[config.mk]
export PLATFORM = sky130hd
export DESIGN_NAME = ika2151_timerctrl
export DESIGN_NICKNAME = d
export VERILOG_FILES = /design/src/rtl/ika2151_pkg.sv /design/src/rtl/ika2151_timerctrl_csm.sv /design/src/rtl/ika2151_timerctrl.sv
export SDC_FILE = /design/constraint.sdc
export NUM_CORES = 1
export LEC_CHECK = 0
export CORE_MARGIN = 4
export CORE_UTILIZATION = 38
export DETAILED_ROUTE_END_ITERATION = 16
export GPL_ROUTABILITY_DRIVEN = 0
export PLACE_DENSITY = 0.89
export SLEW_MARGIN = 40
export SYNTH_ARGS = -nofsm -noshare
export SYNTH_HDL_FRONTEND = slang
export SYNTH_SLANG_ARGS = --single-unit
[constraint.sdc]
create_clock -name i_EMUCLK -period 2.55 [get_ports i_EMUCLK]
set_input_delay 0.3825 -clock i_EMUCLK [delete_from_list [all_inputs] [get_ports i_EMUCLK]]
set_output_delay 0.3825 -clock i_EMUCLK [all_outputs]
set_load 0.005 [all_outputs]
[src/rtl/ika2151_pkg.sv]
// Shared constants for the IKA2151 timer control block: register map, control-register
// bit positions and CSM state encoding.
package ika2151_pkg;

    localparam logic [7:0] AddrClkA1 = 8'h10;
    localparam logic [7:0] AddrClkA2 = 8'h11;
    localparam logic [7:0] AddrClkB  = 8'h12;
    localparam logic [7:0] AddrCtrl  = 8'h14;

    localparam int unsigned BitRunA   = 0;
    localparam int unsigned BitRunB   = 1;
    localparam int unsigned BitIrqEnA = 2;
    localparam int unsigned BitIrqEnB = 3;
    localparam int unsigned BitFrstA  = 4;
    localparam int unsigned BitFrstB  = 5;
    localparam int unsigned BitCsm    = 7;

    localparam logic [1:0] CsmIdle  = 2'b00;
    localparam logic [1:0] CsmWait  = 2'b01;
    localparam logic [1:0] CsmKeyon = 2'b10;

endpackage

[src/rtl/ika2151_timerctrl_csm.sv]
// CSM (composite sine mode) key-on sequencer: a timer A overflow arms it, the next frame
// boundary starts a key-on pulse lasting CSM_CYCLES enabled cycles.
module ika2151_timerctrl_csm
    import ika2151_pkg::*;
#(
    parameter int unsigned CSM_CYCLES = 32
) (
    input  logic i_EMUCLK,
    input  logic i_MRST,
    input  logic i_phi1_NCEN_n,
    input  logic i_CYCLE_31,
    input  logic i_CSM,
    input  logic i_TIMERA_OVFL,
    output logic o_CSM_KEYON
);

    localparam logic [5:0] LastCnt = 6'(CSM_CYCLES - 1);

    logic [1:0] state_q, state_d;
    logic [5:0] cnt_q, cnt_d;

    always_comb begin
        state_d = state_q;
        cnt_d   = cnt_q;
        case (state_q)
            CsmIdle: begin
                if (i_TIMERA_OVFL && i_CSM) state_d = CsmWait;
            end
            CsmWait: begin
                if (!i_CSM) begin
                    state_d = CsmIdle;
                end else if (i_CYCLE_31) begin
                    state_d = CsmKeyon;
                    cnt_d   = '0;
                end
            end
            CsmKeyon: begin
                // Runs to completion regardless of CSM or further overflows.
                if (cnt_q == LastCnt) begin
                    state_d = CsmIdle;
                    cnt_d   = '0;
                end else begin
                    cnt_d = cnt_q + 6'd1;
                end
            end
            default: begin
                state_d = CsmIdle;
                cnt_d   = '0;
            end
        endcase
    end

    always_ff @(posedge i_EMUCLK) begin
        if (!i_phi1_NCEN_n) begin
            if (i_MRST) begin
                state_q <= CsmIdle;
                cnt_q   <= '0;
            end else begin
                state_q <= state_d;
                cnt_q   <= cnt_d;
            end
        end
    end

    assign o_CSM_KEYON = (state_q == CsmKeyon);

endmodule

[src/rtl/ika2151_timerctrl.sv]
// IKA2151 timer control registers, flag-reset requests and IRQ output.
// CSM key-on support is built only when IKA2151_TIMERCTRL_CSM_EN is defined.
module ika2151_timerctrl
    import ika2151_pkg::*;
#(
    parameter int unsigned CSM_CYCLES = 32
) (
    input  logic       i_EMUCLK,
    input  logic       i_MRST,
    input  logic       i_phi1_NCEN_n,
    input  logic       i_CYCLE_31,
    input  logic       i_WR,
    input  logic [7:0] i_ADDR,
    input  logic [7:0] i_DATA,
    input  logic       i_TIMERA_FLAG,
    input  logic       i_TIMERB_FLAG,
    input  logic       i_TIMERA_OVFL,
    output logic [7:0] o_CLKA1,
    output logic [1:0] o_CLKA2,
    output logic [7:0] o_CLKB,
    output logic       o_TIMERA_RUN,
    output logic       o_TIMERB_RUN,
    output logic       o_TIMERA_IRQ_EN,
    output logic       o_TIMERB_IRQ_EN,
    output logic       o_TIMERA_FRST,
    output logic       o_TIMERB_FRST,
    output logic       o_IRQ_n,
    output logic       o_CSM_KEYON
);

    logic [7:0] clka1_q, clka1_d;
    logic [1:0] clka2_q, clka2_d;
    logic [7:0] clkb_q, clkb_d;
    logic       run_a_q, run_a_d, run_b_q, run_b_d;
    logic       irqen_a_q, irqen_a_d, irqen_b_q, irqen_b_d;
    logic       frst_a_q, frst_a_d, frst_b_q, frst_b_d;
    logic       irq_n_q, irq_n_d;
    logic       csm_q, csm_d;

    always_comb begin
        clka1_d   = clka1_q;
        clka2_d   = clka2_q;
        clkb_d    = clkb_q;
        run_a_d   = run_a_q;
        run_b_d   = run_b_q;
        irqen_a_d = irqen_a_q;
        irqen_b_d = irqen_b_q;
        csm_d     = csm_q;
        // Pending flag resets retire at the frame boundary; a new request overrides below.
        frst_a_d  = frst_a_q & ~i_CYCLE_31;
        frst_b_d  = frst_b_q & ~i_CYCLE_31;
        irq_n_d   = ~(i_TIMERA_FLAG | i_TIMERB_FLAG);
        if (i_WR) begin
            case (i_ADDR)
                AddrClkA1: clka1_d = i_DATA;
                AddrClkA2: clka2_d = i_DATA[1:0];
                AddrClkB:  clkb_d  = i_DATA;
                AddrCtrl: begin
                    run_a_d   = i_DATA[BitRunA];
                    run_b_d   = i_DATA[BitRunB];
                    irqen_a_d = i_DATA[BitIrqEnA];
                    irqen_b_d = i_DATA[BitIrqEnB];
                    if (i_DATA[BitFrstA]) frst_a_d = 1'b1;
                    if (i_DATA[BitFrstB]) frst_b_d = 1'b1;
`ifdef IKA2151_TIMERCTRL_CSM_EN
                    csm_d = i_DATA[BitCsm];
`endif
                end
                default: ;
            endcase
        end
    end

    always_ff @(posedge i_EMUCLK) begin
        if (!i_phi1_NCEN_n) begin
            if (i_MRST) begin
                clka1_q   <= '0;
                clka2_q   <= '0;
                clkb_q    <= '0;
                run_a_q   <= 1'b0;
                run_b_q   <= 1'b0;
                irqen_a_q <= 1'b0;
                irqen_b_q <= 1'b0;
                frst_a_q  <= 1'b0;
                frst_b_q  <= 1'b0;
                irq_n_q   <= 1'b1;
                csm_q     <= 1'b0;
            end else begin
                clka1_q   <= clka1_d;
                clka2_q   <= clka2_d;
                clkb_q    <= clkb_d;
                run_a_q   <= run_a_d;
                run_b_q   <= run_b_d;
                irqen_a_q <= irqen_a_d;
                irqen_b_q <= irqen_b_d;
                frst_a_q  <= frst_a_d;
                frst_b_q  <= frst_b_d;
                irq_n_q   <= irq_n_d;
                csm_q     <= csm_d;
            end
        end
    end

    assign o_CLKA1         = clka1_q;
    assign o_CLKA2         = clka2_q;
    assign o_CLKB          = clkb_q;
    assign o_TIMERA_RUN    = run_a_q;
    assign o_TIMERB_RUN    = run_b_q;
    assign o_TIMERA_IRQ_EN = irqen_a_q;
    assign o_TIMERB_IRQ_EN = irqen_b_q;
    assign o_TIMERA_FRST   = frst_a_q;
    assign o_TIMERB_FRST   = frst_b_q;
    assign o_IRQ_n         = irq_n_q;

`ifdef IKA2151_TIMERCTRL_CSM_EN
    ika2151_timerctrl_csm #(
        .CSM_CYCLES(CSM_CYCLES)
    ) u_csm (
        .i_EMUCLK     (i_EMUCLK),
        .i_MRST       (i_MRST),
        .i_phi1_NCEN_n(i_phi1_NCEN_n),
        .i_CYCLE_31   (i_CYCLE_31),
        .i_CSM        (csm_q),
        .i_TIMERA_OVFL(i_TIMERA_OVFL),
        .o_CSM_KEYON  (o_CSM_KEYON)
    );
`else
    // csm_q is held at zero by its next-state default; the overflow input goes nowhere.
    logic unused_csm;
    assign unused_csm  = ^{i_TIMERA_OVFL, csm_q, CSM_CYCLES};
    assign o_CSM_KEYON = 1'b0;
`endif

endmodule

[After elaboration in Yosys (flattened, before gate mapping)]
Index checks and enable logic that the tools add are counted.
W data, S select, Z words.
Operators by class
  bitwise operators: 6
  multiplexer cells: 20
  equal/unequal tests: 4
  reduce and logical (&&, ||, !) cells: 9
Operators with widths (count)
  $eq A8 B5 Y1 const B: 4
  $mux W8: 4
  $mux W1: 14
  $reduce_and A3 Y1: 4
  $reduce_bool A2 Y1: 5
  $mux W2: 2
  $not A1 Y1: 3
  $and A1 B1 Y1: 2
  $or A1 B1 Y1: 1
Word-level totals
  output and inout port bits: 26
  bits of input ports: 24
  logic and storage cells: 49
  register bits: 25

[Depth between registers and ports, before layout]
Gate-level depths: netlist of run 1.
  depth after elaboration: 5
  gate-level depth with buffers: 3
  depth with buffers taken out: 3

[Worst setup path before layout of run 1]
Ideal clock, no wire load.
  path type: input-to-reg
  from: in i_ADDR[5]
  to: reg clka1_q[0] (netlist: o_CLKA1[0]), enable pin
  library setup time: 0.398 ns
  buffers on the path: 0
  data required time: 2.152 ns
  data arrival time: 1.734 ns
  stages: 3
  path slack: 0.418 ns
  cell sequence: nor4b_4 > nand3_2 > o41ai_1
Between the ends
  word-level cells in the longest chain between the ends: 3
RTL lines
  start, declared: RTL line ika2151_timerctrl.sv:13  | input logic [7:0] i_ADDR,
  $eq A8 B5 Y1: RTL line ika2151_timerctrl.sv:54  | case (i_ADDR)
  $reduce_bool A2 Y1 (no line)
  $reduce_and A3 Y1 (no line)
  end signal, assigned: RTL line ika2151_timerctrl.sv:89  | clka1_q <= clka1_d;
  end, declared: RTL line ika2151_timerctrl.sv:31  | logic [7:0] clka1_q, clka1_d;
Every way passes these cells.
A chain may end at the register's enable or synchronous reset.

[Worst setup path in the final report of run 1]
  from: in i_ADDR[0]
  to: reg irqen_a_q (netlist: o_TIMERA_IRQ_EN), enable pin
Between the ends
  word-level cells in the longest chain between the ends: 3
RTL lines
  $eq A8 B5 Y1: RTL line ika2151_timerctrl.sv:54
  $reduce_bool A2 Y1 (no line)
  $reduce_and A3 Y1 (no line)
  end signal, assigned: RTL line ika2151_timerctrl.sv:94  | irqen_a_q <= irqen_a_d;
  end, declared: RTL line ika2151_timerctrl.sv:35  | logic irqen_a_q, irqen_a_d, irqen_b_q, irqen_b_d;
Every way passes these cells.

==> flow_summary.ini, run 1 <==
[global_routing]
grt_start_max_net_pins = 15
grt_antenna_before_repair = 0
grt_use_total = 0.118
grt_pass1_vias = 642
grt_first_pass_wirelength_mm = 2.86
overflow = 0

[sta]
relSlewSlack = 0.652
max_freq_mhz = 539
min_period_ns = 1.85
timing.clock.skew_ns = 0
hold_viol_final = 0
number_of_slew_limit_violations_in_the_final_report = 0
setup_repair_after_global_routing_missed_its_margin = no
fin_crit_sh = 0.727
setup-violations-final = 0
worst_pin_slew_ns = 0.516
holdWs_ns = 0.600
total_negative_setup_slacks_ns = 0

[power]
comb_power_share = 0.160
share_seq_of_total_power = 0.633
vdd_ir_drop_max_v = 0.000316
net_switching_mw = 0.152
static-leakage-power_nw = 0.532
power.switching_fraction = 0.196
post-layout-total-power_mw = 0.773
clkPwrFrac = 0.207
pwr_density_cell_mw_per_mm2 = 516
cellInternalPower_mw = 0.622

[status]
run_status = finished, final reports clean

[clocking]
cell_at_the_root_of_the_clock_tree = sky130_fd_sc_hd__clkbuf_4
clkSinkCount = 25
clock_tree_from_tritoncts = yes
postCtsResizedCells = 0
cts-buffers-inserted = 3
cts_post_setup_buffers_inserted = 0
clkTransAtPathRegs_ns = 0.12
clock_path_buffers = 2
h-tree-depth = 1
cts.hold.buffers_added = 0
worst_skew_pair.late_latency_ns = 0.30

[cells_and_area]
final_layout_size_suffix_gt1_frac = 0.0917
area_of_the_multi_input_gates_um2 = 176
areaGrowthSynthToFinish_pct = 59.0
fin_cells = 137
filler_cell_count = 177
regArea_um2 = 751
num_antenna_cells = 0
final_net_count = 134

[routing]
detail-route-antenna-nets = 0
drt-initial-drc-count = 22
num_vias = 648
routed_wire_length_per_instance_um = 14.3
wl_mm = 1.96
remaining_drc_errors = 0
route.detailed.vias_per_inst = 4.73
drt_pre_antenna_iters = 4

[floorplanning]
die_boundary_width_um = 57.8
total_die_area_mm2 = 0.00334
initial_util = 0.414
core_region_area_mm2 = 0.00228
io_pins = 50
die_height_um = 57.8
row_count = 17

[setup_path]
slowest_delay_ns = 0.50
timing.critical_path.slowest_stage_cell = sky130_fd_sc_hd__clkdlybuf4s50_1
crit_chain = clkdlybuf4s50_1 > nor4b_1 > nand3_1 > a21oi_1
worst-setup-path-type = in -> reg
signal_arrival_time_at_the_worst_endpoint_ns = 1.82
critical_path_peak_fanout = 4
cp.buffers_inverters = 1
setup.worst_path.start_class = input pin
worst_setup_path_end_kind = flop
path_delay_family = buffers and inverters
timing.critical_path.required_ns = 2.51

[synthesis]
syn_area_per_cell_um2 = 16.5
synth.yosys.warnings = 0
post_synth_inst_count = 57
yosys_register_bits = 25
synth_area_um2 = 942
synth.distinct_cells = 14
synth-seq-area-share = 0.797
synth.net_count = 81

[placed_design]
post-place-cells = 133
portBuffers = 47
final_hpwl_from_detailed_placement_mm = 1.65

[worst_hold_path]
worst_hold_path_type = reg -> reg

[flow_run]
cap_viol_max_count = 0
==> registers in the layout, summed over array words and instances, names as in the netlist <==
name,count
o_TIMERA_RUN,1
o_CLKB,8
o_CLKA1,8
o_IRQ_n,1
o_TIMERA_IRQ_EN,1
o_TIMERA_FRST,1
o_CLKA2,2
o_TIMERB_IRQ_EN,1
o_TIMERB_RUN,1
o_TIMERB_FRST,1
==> kinds of logic after synthesis <==
group	synth area share
other	0.00398
buffers and inverters	0.0319
AO/OA/AOI/OAI	0.0491
AND/OR/NAND/NOR	0.118
flip-flops	0.797
==> tightest hold or removal path, delay by kind of cell, from the launching register on <==
kind	cells	cell delay [ns]
AND/OR/NAND/NOR	1	0.06
AO/OA/AOI/OAI	1	0.06
flip-flops	1	0.38
==> routing by layer <==
metal  wire (um)  vias to the layer above  track usage
met5           0                        -            0
met4          23                        0       0.0596
met3         244                        4       0.0312
met2         970                       38        0.223
met1         719                      292        0.116
li1            -                      314            -
==> metrics by stage <==
stage	util	worst slack, ns	area [um2]
6_report	0.658	0.696	1500
5_1_grt	0.658	0.601	1500
4_1_cts	0.658	0.671	1500
3_5_place_dp	0.646	0.341	1470
3_3_place_gp	0.646	0.421	1470
2_1_floorplan	-	0.418	942
==> cells in the mapped netlist <==
| master | n | share of area |
|---|---|---|
| sky130_fd_sc_hd__conb_1 | 1 | 0.0040 |
| sky130_fd_sc_hd__o41ai_1 | 3 | 0.028 |
| sky130_fd_sc_hd__edfxtp_1 | 25 | 0.80 |
| sky130_fd_sc_hd__nor2b_1 | 6 | 0.040 |
| sky130_fd_sc_hd__o21ai_0 | 3 | 0.016 |
| sky130_fd_sc_hd__nor2_1 | 2 | 0.0080 |
| sky130_fd_sc_hd__a21oi_1 | 1 | 0.0053 |
| sky130_fd_sc_hd__inv_1 | 6 | 0.024 |
| sky130_fd_sc_hd__nand2_1 | 5 | 0.020 |
| sky130_fd_sc_hd__nor4b_1 | 1 | 0.0093 |
| sky130_fd_sc_hd__nand3_2 | 1 | 0.011 |
| sky130_fd_sc_hd__buf_4 | 1 | 0.0080 |
| sky130_fd_sc_hd__nor4b_4 | 1 | 0.025 |
| sky130_fd_sc_hd__nand3_1 | 1 | 0.0053 |
==> final cells by class <==
type,count,share of cell area
multi-input cells,25,0.118
repair buffers,49,0.324
clock inverters,1,0.00334
inverters,6,0.0150
well taps,28,0.0234
flip-flops and latches,25,0.501
clock buffers,3,0.0150
==> path summary, 6_finish.rpt <==
check | startpoint | end | slack, ns | depth (start not counted)
worst max register to register | o_TIMERB_FRST$_SDFFCE_PP0N_ | o_TIMERB_FRST$_SDFFCE_PP0N_ | 1.75 | 2
worst max-delay path | i_ADDR[0] | o_TIMERA_IRQ_EN$_SDFFCE_PP0P_ | 0.70 | 4
worst min-delay path | o_TIMERA_FRST$_SDFFCE_PP0N_ | o_TIMERA_FRST$_SDFFCE_PP0N_ | 0.60 | 2
worst min register to register | o_TIMERA_FRST$_SDFFCE_PP0N_ | o_TIMERA_FRST$_SDFFCE_PP0N_ | 0.60 | 2
==> cells in the final DEF (no fill, tap or decap), drive strengths merged <==
cell	instances
buf	2
inv	6
o21ai	3
conb	1
nand3	2
clkbuf	3
nand2	5
clkdlybuf4s50	47
nor2b	6
nor2	2
nor4b	2
clkinv	1
o41ai	3
edfxtp	25
a21oi	1
==> power groups by stage <==
stage / clock network [mW] / registers (mW) / logic, mW
global placement: 0 / 0.499 / 0.122
floorplan: 0 / 0.503 / 0.0210
CTS: 0.167 / 0.490 / 0.126
detailed placement: 0 / 0.500 / 0.125
global route: 0.186 / 0.492 / 0.132
finish: 0.160 / 0.489 / 0.124
Note: power is estimated with default switching activity, not from simulation.
==> inputs of run 2 (changes only) <==
==> constraint.sdc (replaced) <==
create_clock -name i_EMUCLK -period 1.9 [get_ports i_EMUCLK]
set_input_delay 0.285 -clock i_EMUCLK [delete_from_list [all_inputs] [get_ports i_EMUCLK]]
set_output_delay 0.285 -clock i_EMUCLK [all_outputs]
set_load 0.005 [all_outputs]
==> flow_summary.ini, run 2 (same netlist as run 1, synthesis figures left out) <==
[status]
run_status = finished, final reports clean

[floorplanning]
die_height_um = 57.8
io_pins = 50
die_boundary_width_um = 57.8
core_region_area_mm2 = 0.00228
row_count = 17
initial_util = 0.414
total_die_area_mm2 = 0.00334

[global_routing]
grt_antenna_before_repair = 0
grt_start_max_net_pins = 16
grt_pass1_vias = 677
grt_first_pass_wirelength_mm = 3.06
overflow = 0
grt_use_total = 0.122

[sta]
setup-violations-final = 0
number_of_slew_limit_violations_in_the_final_report = 0
min_period_ns = 1.61
total_negative_setup_slacks_ns = 0
holdWs_ns = 0.595
max_freq_mhz = 621
fin_crit_sh = 0.848
hold_viol_final = 0
setup_repair_after_global_routing_missed_its_margin = no
timing.clock.skew_ns = 0

[routing]
wl_mm = 1.98
drt_pre_antenna_iters = 2
remaining_drc_errors = 0
num_vias = 654
detail-route-antenna-nets = 0
route.detailed.vias_per_inst = 4.61
routed_wire_length_per_instance_um = 14.0
drt-initial-drc-count = 2

[power]
cellInternalPower_mw = 0.843
power.switching_fraction = 0.203
static-leakage-power_nw = 0.553
comb_power_share = 0.165
share_seq_of_total_power = 0.621
pwr_density_cell_mw_per_mm2 = 688
net_switching_mw = 0.215
vdd_ir_drop_max_v = 0.000365
clkPwrFrac = 0.214

[cells_and_area]
areaGrowthSynthToFinish_pct = 63.2
final_layout_size_suffix_gt1_frac = 0.132
fin_cells = 142
num_antenna_cells = 0
final_common_cell = sky130_fd_sc_hd__clkdlybuf4s50_1
most-common-layout-cells = sky130_fd_sc_hd__clkdlybuf4s50_1, sky130_fd_sc_hd__edfxtp_1, sky130_fd_sc_hd__buf_4
final_net_count = 139
filler_cell_count = 169
postLayoutCellArea_mm2 = 0.00154

[placed_design]
placed_cell_area_mm2 = 0.00151
final_hpwl_from_detailed_placement_mm = 1.68
portBuffers = 47
post-place-cells = 138

[setup_path]
setup.worst_path.start_class = input pin
timing.critical_path.required_ns = 1.93
worst_setup_path_end_kind = flop
critical_path_peak_fanout = 8
signal_arrival_time_at_the_worst_endpoint_ns = 1.64
worst-setup-path-type = in -> reg

[clocking]
cts_post_setup_buffers_inserted = 0
clkSinkCount = 25
clkTransAtPathRegs_ns = 0.13
cts-buffers-inserted = 3
clock_tree_from_tritoncts = yes
cts.hold.buffers_added = 0
postCtsResizedCells = 0
clock_path_buffers = 2
h-tree-depth = 1
worst_skew_pair.late_latency_ns = 0.30
cell_at_the_root_of_the_clock_tree = sky130_fd_sc_hd__clkbuf_4

[flow_run]
cap_viol_max_count = 0

[worst_hold_path]
worst_hold_path_type = reg -> reg
run 2: cell count changes in the layout (fill, tap and decap cells not counted):
cell                         change
sky130_fd_sc_hd__buf_4           +5
sky130_fd_sc_hd__clkinv_2        -1
sky130_fd_sc_hd__clkinvlp_4      +1
run 2: final timing paths:
kind	from	to	slack (ns)	cells after the start
min	o_TIMERA_FRST$_SDFFCE_PP0N_	o_TIMERA_FRST$_SDFFCE_PP0N_	0.59	2
max	i_ADDR[5]	o_CLKA1[4]$_SDFFCE_PP0P_	0.29	5
min reg2reg	o_TIMERA_FRST$_SDFFCE_PP0N_	o_TIMERA_FRST$_SDFFCE_PP0N_	0.59	2
max reg2reg	o_TIMERB_FRST$_SDFFCE_PP0N_	o_TIMERB_FRST$_SDFFCE_PP0N_	1.11	2
run 2: worst max-delay path, stage by stage:
cell and delay [ns]:
sky130_fd_sc_hd__clkdlybuf4s50_1 0.44, sky130_fd_sc_hd__nor4b_4 0.31, sky130_fd_sc_hd__nand3_2 0.15, sky130_fd_sc_hd__o41ai_2 0.22, sky130_fd_sc_hd__buf_4 0.23
run 2: layout make-up:
type	instances	area, um2	share of cell area
inverters	6	22.5	0.0146
flip-flops and latches	25	751	0.488
clock inverters	1	7.51	0.00488
well taps	28	35.0	0.0228
clock buffers	3	22.5	0.0146
repair buffers	54	523	0.340
multi-input cells	25	176	0.115
run 2: power groups by stage:
stage | registers, mW | clock network [mW] | logic [mW]
after floorplan | 0.675 | 0 | 0.0282
after global placement | 0.669 | 0 | 0.171
after detailed placement | 0.670 | 0 | 0.176
after CTS | 0.657 | 0.230 | 0.177
after global routing | 0.660 | 0.263 | 0.186
final | 0.656 | 0.227 | 0.174
run 2: through the flow:
stage	power [mW]	util	setup slack, ns
detailed placement	0.846	0.662	-0.0611
global route	1.11	0.676	0.186
CTS	1.06	0.676	0.277
floorplan	0.703	-	-0.135
finish	1.06	0.676	0.289
global placement	0.840	0.662	-0.0139
run 2: layer usage:
layer,vias up,GRT usage,wire (um)
met5,-,0,0
met4,0,0.0497,6
met3,2,0.0334,207
met2,36,0.223,999
met1,295,0.132,770
li1,321,-,-
==> inputs of run 3 (changes only) <==
==> constraint.sdc (replaced) <==
create_clock -name i_EMUCLK -period 1.5 [get_ports i_EMUCLK]
set_input_delay 0.225 -clock i_EMUCLK [delete_from_list [all_inputs] [get_ports i_EMUCLK]]
set_output_delay 0.225 -clock i_EMUCLK [all_outputs]
set_load 0.005 [all_outputs]
==> flow_summary.ini, run 3 (same netlist as run 1, synthesis figures left out) <==
[cells_and_area]
final_net_count = 145
areaGrowthSynthToFinish_pct = 68.9
final_layout_size_suffix_gt1_frac = 0.192
postLayoutCellArea_mm2 = 0.00159
final_common_cell = sky130_fd_sc_hd__clkdlybuf4s50_1
filler_cell_count = 151
most-common-layout-cells = sky130_fd_sc_hd__clkdlybuf4s50_1, sky130_fd_sc_hd__edfxtp_1, sky130_fd_sc_hd__buf_4
num_antenna_cells = 0

[global_routing]
grt_first_pass_wirelength_mm = 3.39
grt_use_total = 0.140
grt_pass1_vias = 700
grt_antenna_before_repair = 0
overflow = 0
grt_start_max_net_pins = 16

[sta]
fin_crit_sh = 0.968
setup_repair_after_global_routing_missed_its_margin = no
setup-violations-final = 0
min_period_ns = 1.45
hold_viol_final = 0
max_freq_mhz = 689
holdWs_ns = 0.532
timing.clock.skew_ns = 0
total_negative_setup_slacks_ns = 0
number_of_slew_limit_violations_in_the_final_report = 0

[routing]
route.detailed.vias_per_inst = 4.66
drt-initial-drc-count = 14
remaining_drc_errors = 0
wl_mm = 2.27
num_vias = 690
routed_wire_length_per_instance_um = 15.3
detail-route-antenna-nets = 0
drt_pre_antenna_iters = 4

[floorplanning]
total_die_area_mm2 = 0.00334
die_boundary_width_um = 57.8
initial_util = 0.414
io_pins = 50
die_height_um = 57.8
core_region_area_mm2 = 0.00228
row_count = 17

[flow_run]
cap_viol_max_count = 0

[clocking]
clkTransAtPathRegs_ns = 0.12
cts.hold.buffers_added = 0
clock_tree_from_tritoncts = yes
h-tree-depth = 1
worst_skew_pair.late_latency_ns = 0.32
clock_path_buffers = 2
cts-buffers-inserted = 3
cell_at_the_root_of_the_clock_tree = sky130_fd_sc_hd__clkbuf_4
clkSinkCount = 25

[power]
static-leakage-power_nw = 0.595
vdd_ir_drop_max_v = 0.000584
pwr_density_cell_mw_per_mm2 = 855

[setup_path]
worst-setup-path-type = in -> reg
critical_path_peak_fanout = 4
signal_arrival_time_at_the_worst_endpoint_ns = 1.50
setup.worst_path.start_class = input pin
crit_chain = dlygate4sd2_1 > nor4b_4 > buf_4 > buf_4 > nand3_1 > a21oi_2 > buf_4
slowest_delay_ns = 0.31
timing.critical_path.required_ns = 1.55
worst_path_most_repeated_cell = sky130_fd_sc_hd__buf_4
worst_setup_path_end_kind = flop
timing.critical_path.slowest_stage_cell = sky130_fd_sc_hd__nor4b_4

[placed_design]
placed_cell_area_mm2 = 0.00153
portBuffers = 47
final_hpwl_from_detailed_placement_mm = 1.87

[worst_hold_path]
worst_hold_path_type = in -> reg

[status]
run_status = finished, final reports clean
run 3: cell types whose count changed in the layout (fill, tap and decap cells not counted), sizes merged:
cell,delta
dlygate4sd2,+3
buf,+6
clkdlybuf4s15,+1
clkdlybuf4s50,-5
dlymetal6s2s,+1
run 3: path summary, 6_finish.rpt:
kind | depth (start not counted) | slack [ns] | end | start
worst min-delay path | 2 | 0.53 | o_IRQ_n$_SDFFCE_PP1N_ | i_TIMERA_FLAG
worst max-delay path | 7 | 0.05 | o_TIMERB_RUN$_SDFFCE_PP0P_ | i_ADDR[5]
worst max register to register | 3 | 0.60 | o_TIMERA_FRST$_SDFFCE_PP0N_ | o_TIMERA_FRST$_SDFFCE_PP0N_
worst min register to register | 2 | 0.60 | o_TIMERB_FRST$_SDFFCE_PP0N_ | o_TIMERB_FRST$_SDFFCE_PP0N_
run 3: timing repair:
item | in CTS | in global routing
endpoints found under the setup margin | 18 | 14
gates resized for setup | 5 | 3
pin swaps | 3 | 2
setup buffers | 1 | 2
run 3: worst max-delay path, delay by kind of cell:
| kind | cells | cell delay, ns |
|---|---|---|
| simple gates | 2 | 0.42 |
| buf+inv | 4 | 0.68 |
| compound gates | 1 | 0.18 |
run 3: stage by stage:
step / setup WS [ns] / util / total power, mW / std cells
floorplan: -0.108 / - / 0.892 / 57
global route: 0.00104 / 0.699 / 1.43 / 148
finish: 0.0487 / 0.699 / 1.36 / 148
CTS: 0.0143 / 0.687 / 1.36 / 146
detailed placement: -0.417 / 0.672 / 1.08 / 141
global placement: -0.349 / 0.672 / 1.07 / 141
run 3: area by class of cell:
class                      count  area [um2]  share of cell area
clock buffer                   3        22.5              0.0142
timing repair buffer          60         567               0.356
tap                           28        35.0              0.0220
clock inverter                 1        7.51             0.00472
inverter                       6        22.5              0.0142
multi-input combinational     25         186               0.117
sequential                    25         751               0.472
run 3: power breakdown:
part / internal (mW) / leakage [nW] / total [mW] / switching, mW
registers: 0.820 / 0.222 / 0.832 / 0.0126
clock network: 0.102 / 0.0139 / 0.298 / 0.196
logic: 0.149 / 0.359 / 0.230 / 0.0809
total: 1.07 / 0.595 / 1.36 / 0.289
run 3: per-layer routing:
layer,part of all wire,GRT usage,wire length [um]
met2,0.54,0.273,1230
met5,0,0,0
met1,0.34,0.134,761
met3,0.10,0.0423,233
met4,0.020,0.0563,46
==> edit, RTL diff (config.mk and constraints of run 1) <==
Register the input `i_WR` before use. The logic sees it one clock later. The other inputs are not delayed to match.
--- a/src/rtl/ika2151_timerctrl.sv
+++ b/src/rtl/ika2151_timerctrl.sv
@@ -30,2 +30,8 @@
 
+    logic i_WR_q;
+
+    always_ff @(posedge i_EMUCLK) begin
+        i_WR_q <= i_WR;
+    end
+
     logic [7:0] clka1_q, clka1_d;
@@ -52,3 +58,3 @@
         irq_n_d   = ~(i_TIMERA_FLAG | i_TIMERB_FLAG);
-        if (i_WR) begin
+        if (i_WR_q) begin
             case (i_ADDR)
Function: changed (Yosys sat finds a counterexample within 4 cycles, from zero or initial values and one cycle with i_MRST high).
==> edit against run 1 <==
  * Highest routed layer unchanged
  * Register-to-register slack lost 460 ps
  * Sequential cell count increased by 1
  * Area after synthesis is 2.1% higher
  * Design area up 1.3%
  * Largest cell class unchanged
  * Total power shrank 1.0%
  * Fmax grew 0.54%
  * Die area up 1.8%
  * Routed wire length shrank 2.3%
  * Worst setup slack improved by 9.9 ps
==> edit: results (changes against run 1) <==
* First-pass GRT wire length at 2690 µm (was 2860 µm)
* Distinct cell type count after synthesis at 15 (was 14)
* # port buffers at 47 (unchanged)
* Worst reg2reg setup slack at 1290 ps (was 1750 ps)
* Syn_nets at 82 (was 81)
* DR vias/cell at 4.72 (was 4.73)
* Vias in the first global route at 608 (was 642)
* Slowest-stage cell, CP: clkdlybuf4s50_1 (unchanged)
* Share of cells above drive strength 1 at 0.0818 (was 0.0917)
* Synth Area in Compound Gates at 0.0481 (was 0.0491)
* Non-Filler Instances at 138 (was 137)
* Iteration-0 DRC Markers at 14 (was 22)
* Max VDD drop at 371 µV (was 316 µV)
* Post-synth top flop: edfxtp_1 (unchanged)
* # resized after CTS at 0 (unchanged)
* Setup TNS at 0 ps (unchanged)
* Syn Inst Count at 58 (was 57)
* Post-CTS Setup Inserts at 0 (unchanged)
* Average wire per standard cell at 13.9 µm (was 14.3 µm)
* Worst-case clock skew at 5.58 ps (was 0 ps)
* Fraction of registers with async set/reset at 0 (unchanged)
* Multiplexer share of the synthesized area at 0 (unchanged)
* Post-Synth Adder-Cell Area at 0 (unchanged)
* Largest net degree at the start of global routing at 15 (unchanged)
* Sequential share of the synthesized area at 0.801 (was 0.797)
* GRT Resource Usage Total at 0.110 (was 0.118)
* DP Area at 1490 µm² (was 1470 µm²)
* P_leak at 0.556 nW (was 0.532 nW)
* Fin Hold WS at 521 ps (was 600 ps)
* Min-delay worst type: primary input to flip-flop (was flip-flop to flip-flop)
* Initial antenna violation count at 0 (unchanged)
* Synth Area in XOR/XNOR at 0 (unchanged)
* DPL Wire Length at 1580 µm (was 1650 µm)
* Largest stage delay on the critical path at 490 ps
* Placed insts at 134 (was 133)
* Num CTS Buffers at 3 (unchanged)
* Status: complete, no violations (unchanged)
* Cell family with most CP delay: simple AND/OR/NAND/NOR gates (was buffers and inverters)
* Antenna fix cells at 0 (unchanged)
* H-tree levels at 1 (unchanged)
* Clock latency on the worst-skew pair at 310 ps
* Post-synth EDFFs at 25 (unchanged)
* Clock Path Buffers at 2 (unchanged)
* Synth area leaders: edfxtp_1 (78%), nor2b_1 (3.9%), o41ai_1 (2.7%) (was edfxtp_1 (80%), nor2b_1 (4.0%), o41ai_1 (2.8%))
edit: power by group:
part	internal (W)	leakage, nW	total (W)	switching, W
logic	0.0000659	0.288	0.000104	0.0000378
registers	0.000489	0.253	0.000495	0.00000533
clock network	0.0000610	0.0150	0.000167	0.000106
edit: cell type report:
class	count	area, µm²
Clock buffer	4	26.3
Timing Repair Buffer	49	485
Fill cell	183	802
Tap cell	28	35.0
Multi-Input combinational cell	25	176
Sequential cell	26	771
Inverter	6	22.5
edit: kinds of logic after synthesis:
group                  count (synthesis)
DFF                                   26
and+or+nand+nor                       17
AOI/OAI and AO/OA                      7
buffers and inverters                  7
other                                  1
edit: final timing paths:
path / from / endpoint / depth (start not counted)
setup reg to reg: i_WR_q$_DFF_P_ / o_TIMERB_IRQ_EN$_SDFFCE_PP0P_ / 2
hold / removal: i_WR / i_WR_q$_DFF_P_ / 1
setup / recovery: i_ADDR[0] / o_TIMERB_IRQ_EN$_SDFFCE_PP0P_ / 4
hold reg to reg: o_TIMERB_FRST$_SDFFCE_PP0N_ / o_TIMERB_FRST$_SDFFCE_PP0N_ / 2
edit: metrics by stage:
step,utilization,power [W],setup slack (ps)
floorplan,-,0.000528,418
global placement,0.643,0.000605,405
detailed placement,0.643,0.000609,368
CTS,0.654,0.000773,705
global route,0.654,0.000803,600
finish,0.654,0.000765,706
edit: routing by layer:
layer | share of wire | GRT usage | vias to the layer above
li1 | - | - | 315
met1 | 0.35 | 0.102 | 290
met2 | 0.52 | 0.217 | 44
met3 | 0.11 | 0.0395 | 2
met4 | 0.011 | 0.0397 | 0
met5 | 0 | 0 | -
